$ cat src/rtl/div_pkg.sv
// rtl/div_pkg.sv - shared types and constants for the divider sequencer
package div_pkg;

   localparam int DIV_W     = 8;
   localparam int DIV_ITERS = 8;
   localparam logic [DIV_W-1:0] DZ_QUOTIENT = 8'hFF;

   typedef enum logic [2:0] {
      S_IDLE,
      S_LOAD,
      S_RUN,
      S_CAPTURE,
      S_ZERO
   } div_seq_state_t;

endpackage

$ cat src/rtl/sync_fifo.sv
// rtl/sync_fifo.sv - show-ahead synchronous FIFO with full/empty flags
module sync_fifo #(
   parameter int WIDTH = 8,
   parameter int DEPTH = 4
) (
   input  logic             clk,
   input  logic             reset,
   input  logic             wr_en,
   input  logic [WIDTH-1:0] wr_data,
   input  logic             rd_en,
   output logic [WIDTH-1:0] rd_data,
   output logic             full,
   output logic             empty
);

   localparam int AW = (DEPTH > 1) ? $clog2(DEPTH) : 1;

   logic [WIDTH-1:0] mem [DEPTH];
   logic [AW-1:0]    wr_ptr;
   logic [AW-1:0]    rd_ptr;
   logic [AW:0]      count;
   logic             do_wr;
   logic             do_rd;

   assign full    = (count == (AW+1)'(DEPTH));
   assign empty   = (count == '0);
   assign do_wr   = wr_en & ~full;
   assign do_rd   = rd_en & ~empty;
   assign rd_data = mem[rd_ptr];

   // storage array; contents need no reset because count gates every read
   always_ff @(posedge clk) begin
      if (do_wr) begin
         mem[wr_ptr] <= wr_data;
      end
   end

   // pointers and occupancy; power-of-two depth lets pointers wrap naturally
   always_ff @(posedge clk) begin
      if (reset) begin
         wr_ptr <= '0;
         rd_ptr <= '0;
         count  <= '0;
      end else begin
         if (do_wr) begin
            wr_ptr <= wr_ptr + AW'(1);
         end
         if (do_rd) begin
            rd_ptr <= rd_ptr + AW'(1);
         end
         case ({do_wr, do_rd})
            2'b10:   count <= count + (AW+1)'(1);
            2'b01:   count <= count - (AW+1)'(1);
            default: count <= count;
         endcase
      end
   end

endmodule

$ cat src/rtl/div_sequencer.sv
// rtl/div_sequencer.sv - queued front-end driving the restoring divider core
module div_sequencer
   import div_pkg::*;
#(
   parameter int DEPTH = 4,
   parameter int TAG_W = 4
) (
   input  logic             clk,
   input  logic             reset,
   input  logic             in_valid,
   output logic             in_ready,
   input  logic [7:0]       in_a,
   input  logic [7:0]       in_b,
   input  logic [TAG_W-1:0] in_tag,
   output logic             out_valid,
   input  logic             out_ready,
   output logic [7:0]       out_q,
   output logic [7:0]       out_r,
   output logic [TAG_W-1:0] out_tag,
   output logic             out_dz,
   output logic             div_start,
   output logic [7:0]       div_a,
   output logic [7:0]       div_b,
   input  logic [7:0]       div_q,
   input  logic [7:0]       div_r,
   input  logic             div_ok,
   output logic             proto_err
);

   localparam int FW    = 2*DIV_W + TAG_W;
   localparam int CNT_W = $clog2(DIV_ITERS);

   div_seq_state_t   state, state_n;
   logic [CNT_W-1:0] cnt, cnt_n;

   logic             push, pop, fifo_full, fifo_empty;
   logic [FW-1:0]    fifo_wdata, fifo_rdata;
   logic [DIV_W-1:0] head_b;

   logic [DIV_W-1:0] wa, wb;
   logic [TAG_W-1:0] wtag;

   logic             slot_free;
   logic             wr_out, wr_dz;

   assign in_ready   = ~fifo_full;
   assign push       = in_valid & in_ready;
   assign fifo_wdata = {in_a, in_b, in_tag};
   assign head_b     = fifo_rdata[TAG_W +: DIV_W];
   assign slot_free  = ~out_valid | out_ready;
   assign div_a      = wa;
   assign div_b      = wb;

   sync_fifo #(
      .WIDTH (FW),
      .DEPTH (DEPTH)
   ) u_fifo (
      .clk     (clk),
      .reset   (reset),
      .wr_en   (push),
      .wr_data (fifo_wdata),
      .rd_en   (pop),
      .rd_data (fifo_rdata),
      .full    (fifo_full),
      .empty   (fifo_empty)
   );

   // state and iteration counter
   always_ff @(posedge clk) begin
      if (reset) begin
         state <= S_IDLE;
         cnt   <= '0;
      end else begin
         state <= state_n;
         cnt   <= cnt_n;
      end
   end

   // next state, pops and core start; start drops in CAPTURE so the core cannot reload
   always_comb begin
      state_n   = state;
      cnt_n     = cnt;
      pop       = 1'b0;
      wr_out    = 1'b0;
      wr_dz     = 1'b0;
      div_start = 1'b0;
      case (state)
         S_IDLE: begin
            if (!fifo_empty) begin
               pop     = 1'b1;
               state_n = (head_b == '0) ? S_ZERO : S_LOAD;
            end
         end
         S_LOAD: begin
            div_start = 1'b1;
            cnt_n     = CNT_W'(DIV_ITERS - 1);
            state_n   = S_RUN;
         end
         S_RUN: begin
            div_start = 1'b1;
            if (cnt == '0) begin
               state_n = S_CAPTURE;
            end else begin
               cnt_n = cnt - CNT_W'(1);
            end
         end
         S_CAPTURE: begin
            if (slot_free) begin
               wr_out = 1'b1;
               if (!fifo_empty) begin
                  pop     = 1'b1;
                  state_n = (head_b == '0) ? S_ZERO : S_LOAD;
               end else begin
                  state_n = S_IDLE;
               end
            end
         end
         S_ZERO: begin
            if (slot_free) begin
               wr_out  = 1'b1;
               wr_dz   = 1'b1;
               state_n = S_IDLE;
            end
         end
         default: state_n = S_IDLE;
      endcase
   end

   // working operands captured at pop; they also feed the core directly
   always_ff @(posedge clk) begin
      if (reset) begin
         wa   <= '0;
         wb   <= '0;
         wtag <= '0;
      end else if (pop) begin
         {wa, wb, wtag} <= fifo_rdata;
      end
   end

   // result slot: refill wins over drain so back-to-back results never drop
   always_ff @(posedge clk) begin
      if (reset) begin
         out_valid <= 1'b0;
         out_q     <= '0;
         out_r     <= '0;
         out_tag   <= '0;
         out_dz    <= 1'b0;
      end else if (wr_out) begin
         out_valid <= 1'b1;
         out_q     <= wr_dz ? DZ_QUOTIENT : div_q;
         out_r     <= wr_dz ? wa : div_r;
         out_tag   <= wtag;
         out_dz    <= wr_dz;
      end else if (out_ready) begin
         out_valid <= 1'b0;
      end
   end

   // sticky flag for a core that has not finished by the time we capture
   always_ff @(posedge clk) begin
      if (reset) begin
         proto_err <= 1'b0;
      end else if (state == S_CAPTURE && !div_ok) begin
         proto_err <= 1'b1;
      end
   end

endmodule

$ cat config.mk
export PLATFORM = sky130hd
export DESIGN_NAME = div_sequencer
export DESIGN_NICKNAME = d
export VERILOG_FILES = /design/src/rtl/div_pkg.sv /design/src/rtl/sync_fifo.sv /design/src/rtl/div_sequencer.sv
export SDC_FILE = /design/constraint.sdc
export NUM_CORES = 1
export LEC_CHECK = 0
export BUFFER_PORTS_ARGS = -buffer_cell sky130_fd_sc_hd__buf_4
export CORE_MARGIN = 1
export CORE_UTILIZATION = 30
export DETAILED_ROUTE_END_ITERATION = 10
export GPL_TIMING_DRIVEN = 0
export PLACE_DENSITY = 0.46
export SLEW_MARGIN = 30
export SYNTH_ARGS = -nofsm -noshare
export SYNTH_HDL_FRONTEND = slang
export SYNTH_HIERARCHICAL = 1
export SYNTH_SLANG_ARGS = --single-unit
$ cat constraint.sdc
create_clock -name clk -period 3.4 [get_ports clk]
set_clock_uncertainty 0.15 [all_clocks]
set_input_delay 0.17 -clock clk [delete_from_list [all_inputs] [get_ports clk]]
set_output_delay 0.17 -clock clk [all_outputs]
set_load 0.02 [all_outputs]
# == After elaboration in Yosys (flattened, before gate mapping) ==
# Memories as Yosys holds them, arrays and structs flattened. A register that Yosys moved wholly into a read port is not among the register bits.
# Cells that the tools add are included.
# W data, S select, Z words.
# word_totals
regBits,56
latch_bits,0
ram_bits,80
romBits,0
in_bits,41
output_inout_bits,41
elab_cells,77
n_memories,1
# memory_table
memory,depth,width,read_ports,rd_ports_with_merged_regs,write_ports,line,source
u_fifo.mem,4,20,1,1,1,sync_fifo.sv:18,logic [WIDTH-1:0] mem [DEPTH];
# op_classes
n_addsub,5
multipliers,0
n_div,0
magnitude_cmp,0
eq_ne,12
shift,0
mux,25
bitwise,7
n_reduce_logical,13
# ops
cell,n
$mux W3,7
$mux W8,2
$pmux W3 S5,1
$pmux W3 S2,2
$mux W1,10
$ne A2 B2 Y1 const B,5
$logic_not A3 Y1,3
$logic_not A8 Y1,1
$eq A3 B2 Y1 const B,2
$eq A3 B3 Y1 const B,2
$reduce_bool A2 Y1,3
$sub A3 B1 Y3 const B,2
$add A2 B1 Y2 const B,2
$mux W2,2
$reduce_and A4 Y1,1
$reduce_or A2 Y1,2
$add A3 B1 Y3 const B,1
$and A1 B1 Y1,3
$eq A3 B1 Y1 const B,1
$not A1 Y1,3
$eq A2 B1 Y1 const B,1
$eq A2 B2 Y1 const B,1
$pmux W1 S2,1
$reduce_and A2 Y1,1
other kinds (3),3

# == Logic depth before layout (Yosys ltp) ==
# logic_depth
depth_word,7
depth_mapped,13
ltp_nobuf,11

# == Cells and area by module ==
# The synthesis kept the hierarchy.
# by_module_without_submodules
mod,instances,cells_each,area_each_um2,seq_area_each_um2
sync_fifo,1,158,3362.0,2582.5
div_sequencer,1,251,2098.3,980.9

# == Least setup slack after synthesis ==
# Ideal clock, no wire load.
# synth_path
kind,register to register
from,register out_valid
to,register u_fifo.count[2]
setup_time_ns,0.070
t_arrival_ns,2.485
path_slack_ns,0.695
stages_incl_launch_ff,14
period_less_slack_ns,2.705
cell_sequence,dfxtp_1 -> nor2b_1 -> buf_2 -> o21a_1 -> clkbuf_1 -> nor2_1 -> o31ai_2 -> inv_1 -> ha_1 -> inv_1 -> fa_1 -> xor2_1 -> or3_1 -> a21oi_1
# synth_between
elab_chain_len,7
elab_cells_between_ends,9
cone_classes,eq/ne: 2; mux: 3; bitwise: 3; reduce/logical: 1
# synth_lines
item,line,source
start: declaration,div_sequencer.sv:15,"output logic out_valid,"
start signal: assignment,div_sequencer.sv:143,out_valid <= 1'b0;
start signal: assignment,div_sequencer.sv:149,out_valid <= 1'b1;
start signal: assignment,div_sequencer.sv:155,out_valid <= 1'b0;
$not A1 Y1 *,div_sequencer.sv:50,assign slot_free = ~out_valid | out_ready;
$or A1 B1 Y1 *,div_sequencer.sv:50,
$mux W1 *,div_sequencer.sv:108,if (slot_free) begin
$pmux W1 S2 *,div_sequencer.sv:87,case (state)
net pop,div_sequencer.sv:36,"logic push, pop, fifo_full, fifo_empty;"
$and A1 B1 Y1 *,sync_fifo.sv:28,assign do_rd = rd_en & ~empty;
net u_fifo.do_rd,sync_fifo.sv:23,logic do_rd;
$eq A2 B1 Y1 / $eq A2 B2 Y1 (equally long branches),sync_fifo.sv:51,"case ({do_wr, do_rd})"
$pmux W3 S2 / $reduce_bool A2 Y1 (equally long branches),-,
end signal: assignment,sync_fifo.sv:52,2'b10: count <= count + (AW+1)'(1);
end signal: assignment,sync_fifo.sv:53,2'b01: count <= count - (AW+1)'(1);
end signal: assignment,sync_fifo.sv:54,default: count <= count;
end: declaration,sync_fifo.sv:21,logic [AW:0] count;
# Mark *: on every way through the listed nets, which the timed path passes. The rest lies on a longest branch.
# A chain may end at the register's enable or synchronous reset.

# == Final worst setup path ==
# layout_path
from,register u_fifo.count[0]
to,register u_fifo.count[2]
# layout_between
elab_chain_len,7
elab_cells_between_ends,16
cone_classes,add/sub: 2; eq/ne: 3; mux: 4; bitwise: 5; reduce/logical: 2
# layout_lines
item,line,source
$logic_not A3 Y1 *,sync_fifo.sv:26,assign empty = (count == '0);
net fifo_empty,div_sequencer.sv:36,
$mux W1 *,"div_sequencer.sv:89, div_sequencer.sv:110",
$mux W1,div_sequencer.sv:108,
$pmux W1 S2 *,div_sequencer.sv:87,
net pop,div_sequencer.sv:36,
$and A1 B1 Y1 *,sync_fifo.sv:28,
net u_fifo.do_rd,sync_fifo.sv:23,
$eq A2 B1 Y1 / $eq A2 B2 Y1 (equally long branches),sync_fifo.sv:51,
$pmux W3 S2 / $reduce_bool A2 Y1 (equally long branches),-,
# Marks and branches as above.

==> flow_metrics.py <==
metrics = {
    "synthesis": {
        "ys_seq_area_share_pct": 65.3,
        "yosysMostFrequentCell": "edfxtp_1",
        "syn_inst": 409,
        "synthArstFlopShare_pct": 0,
        "yosysUniqueCellTypes": 44,
        "ys.flop_type": "edfxtp_1",
        "netlist_top_cells_area": "edfxtp_1 (44%), dfxtp_1 (21%), mux4_2 (8.2%), a21oi_1 (3.4%), o21ai_0 (2.3%)",
        "synth_edf_count": 80,
        "syn_area_per_cell_um2": 13.4,
        "syn_nets": 458,
        "synth_top_area_share_pct": 44.0,
        "synth_seq_cells": 138,
        "yosys_warnings": 6,
        "ys_top_cells_by_count": "edfxtp_1 (80), dfxtp_1 (58), a21oi_1 (37)",
        "synth_area_um2": 5460,
        "synth_area_leader_cell": "edfxtp_1",
    },
    "worst_setup_path": {
        "cpMaxStageDelayCell": "dfxtp_1",
        "end_kind": "register",
        "crit_family": "simple AND/OR/NAND/NOR gates",
        "crit_top_cell": "inv_1",
        "critPathMaxFanout": 10,
        "cp_cell_sequence": "nor3_2, or2_2, clkbuf_1, nor2_1, o31ai_2, inv_1, ha_1, inv_1, fa_1, xor2_1, or3_1, a21oi_1",
        "cp_slowest_stage_delay_ns": 0.46,
        "start_kind": "register",
        "crit_required_ns": 3.60,
        "crit_type": "reg -> reg",
        "crit_buf_inv": 3,
        "crit_arrival_ns": 3.18,
    },
    "routing": {
        "num_vias": 3654,
        "via_per_inst": 4.65,
        "routedWlPerCell_um": 15.8,
        "drt_iter0_markers": 158,
        "route.met2.wl_mm": 5.82,
        "first_pass_iters": 5,
        "detail-route-antenna-nets": 0,
        "drc": 0,
        "wl_met3_um": 576,
        "totalWireLength_mm": 12.4,
        "wl_met1_mm": 5.82,
        "top_layer": "met4",
    },
    "cts": {
        "hold_buffers": 38,
        "clk_latency_ns": 0.42,
        "cts_root_buffer": "clkbuf_16",
        "clk_pin_slew_ns": 0.06,
        "cts_setup_buffers": 0,
        "cts_made_buffers": 17,
        "cts_tree": "yes",
        "cts.repair.resized": 0,
        "cts_max_level": 4,
        "clk_path_buf_depth": 2,
        "clkSinkCount": 138,
    },
    "power": {
        "clkPwrFrac_pct": 34.8,
        "switching_share_pct": 29.9,
        "power.density_cell_area_nw_per_um2": 798,
        "p_sw_mw": 1.76,
        "vdd_drop_max_uv": 457,
        "cellInternalPower_mw": 4.14,
        "seqPwrFrac_pct": 37.7,
        "leakage_nw": 2.70,
        "power_frac_comb_pct": 27.5,
    },
    "final_layout": {
        "final_nets": 596,
        "drive_above_1_share_pct": 27.9,
        "num-fill-cells": 1694,
        "area_growth_pct": 35.3,
        "antenna_cells": 0,
    },
    "floorplanning": {
        "die_w_um": 137,
        "core_um2": 17500,
        "die_h_um": 137,
        "io_pins": 82,
        "dieArea_um2": 18700,
        "rows": 48,
        "start_util_pct": 31.1,
    },
    "place": {
        "gp_congestion": 0.744,
        "post-place-ws_ns": 0.406,
        "hpwl_mm": 8.41,
        "numPortBuffers": 81,
    },
    "grt": {
        "antenna_found_initial": 0,
        "grt_overflow_total": 0,
        "grt_start_max_net_pins": 21,
        "grt_pass1_wl_mm": 19.2,
        "grt_use_total_pct": 14.1,
        "grt_pass1_vias": 3627,
    },
    "sta": {
        "fin_hold_ws_ns": 0.123,
        "hold_viol_final": 0,
        "timing.final.crit_period_ns": 2.98,
        "final-setup-viol-count": 0,
        "slew_viol_final": 0,
        "layout_setup_ws_ns": 0.418,
        "setup_tns_ns": 0,
        "relSlewSlack_pct": 54.0,
        "worstMarginPinSlew_ns": 0.690,
        "rsz0062_at_grt": "no",
        "fmax_ghz": 0.335,
        "finalCritPeriodShare_pct": 87.7,
    },
    "outcome": {
        "run_status": "finished, final reports clean",
    },
    "flow_run": {
        "cap_violations": 0,
    },
    "hold_path": {
        "min_path_type": "in -> reg",
    },
}
[routing by layer]
metal | GRT usage [%] | vias up
li1 | - | 1797
met1 | 17.5 | 1751
met2 | 23.0 | 89
met3 | 3.81 | 17
met4 | 6.04 | 0
met5 | 0 | -
[per-stage QoR]
step / cells / utilization (%) / total power, mW / area, µm²
3_3_place_gp: 715 / 36.2 / 3.85 / 6350
2_1_floorplan: 409 / - / 3.30 / 5460
4_1_cts: 785 / 42.1 / 5.96 / 7390
6_report: 785 / 42.1 / 5.90 / 7390
5_1_grt: 785 / 42.1 / 6.22 / 7390
3_5_place_dp: 715 / 36.2 / 3.87 / 6350
[final cells by class]
class	count	area (µm²)	area share, %
Multi-Input combinational cell	231	1720	23.3
Inverter	14	52.6	0.711
Clock inverter	13	221	3.00
Buffer	26	130	1.76
Timing Repair Buffer	119	988	13.4
Clock buffer	19	433	5.86
Sequential cell	138	3560	48.2
Tap cell	225	282	3.81
[sequential cells by signal (all words and copies together) (netlist names), 2 cells and up, named ones only]
signal         cells
u_fifo/mem        80
div_a              8
div_b              8
out_q              8
out_r              8
out_tag            4
wtag               4
cnt                3
state              3
u_fifo/count       3
u_fifo/rd_ptr      2
u_fifo/wr_ptr      2
[worst paths after layout]
check        slack (ns)  depth (start not counted)                       endpoint                    startpoint
max                0.42                         12   u_fifo/count[2]$_SDFFE_PP0P_  u_fifo/count[0]$_SDFFE_PP0P_
min                0.12                          5  u_fifo/wr_ptr[0]$_SDFFE_PP0P_                      in_valid
max reg2reg        0.42                         12   u_fifo/count[2]$_SDFFE_PP0P_  u_fifo/count[0]$_SDFFE_PP0P_
min reg2reg        0.31                          2        out_tag[3]$_SDFFE_PP0P_          wtag[3]$_SDFFE_PP0P_
[placed cells by master (no fill, tap or decap), types with 3 or more instances in the layout]
cell type and instances:
inv_1 14, ha_1 7, and2_2 4, xor2_1 4, dlygate4sd3_1 38, nand2b_1 6, a211oi_1 6, buf_1 3
nor3_1 3, edfxtp_1 80, or3_1 4, clkinv_1 3, nor2_1 31, mux2i_1 3, bufinv_16 6, a221oi_1 8
clkbuf_16 17, o21ai_0 25, mux4_2 20, dfxtp_1 58, buf_2 8, nand2_1 21, buf_4 83, nand3_1 22
clkbuf_1 13, a21oi_1 37
[tightest hold or removal path, delay by kind of cell]
kind                   cells  cell delay [ns]
and+or+nand+nor            2             0.23
AOI/OAI and AO/OA          1             0.06
buffers and inverters      2             0.18
[cells by family after synthesis]
family	after synthesis	synth area share, %
AO/OA/AOI/OAI	89	9.92
XOR/XNOR	5	0.802
adder cells (fa/ha/maj)	8	1.97
buffers and inverters	40	3.35
flip-flops	138	65.3
multiplexers	23	8.80
AND/OR/NAND/NOR	106	9.90
[power by group through the flow]
stage                     Combinational (mW)  Clock, mW  Sequential (mW)
final                                   1.62       2.05             2.22
after global routing                    1.80       2.16             2.26
after CTS                               1.65       2.09             2.23
after detailed placement                1.61          0             2.26
after global placement                  1.60          0             2.25
after floorplan                        0.957          0             2.35
No activity file was read; power rests on OpenSTA's default activity.
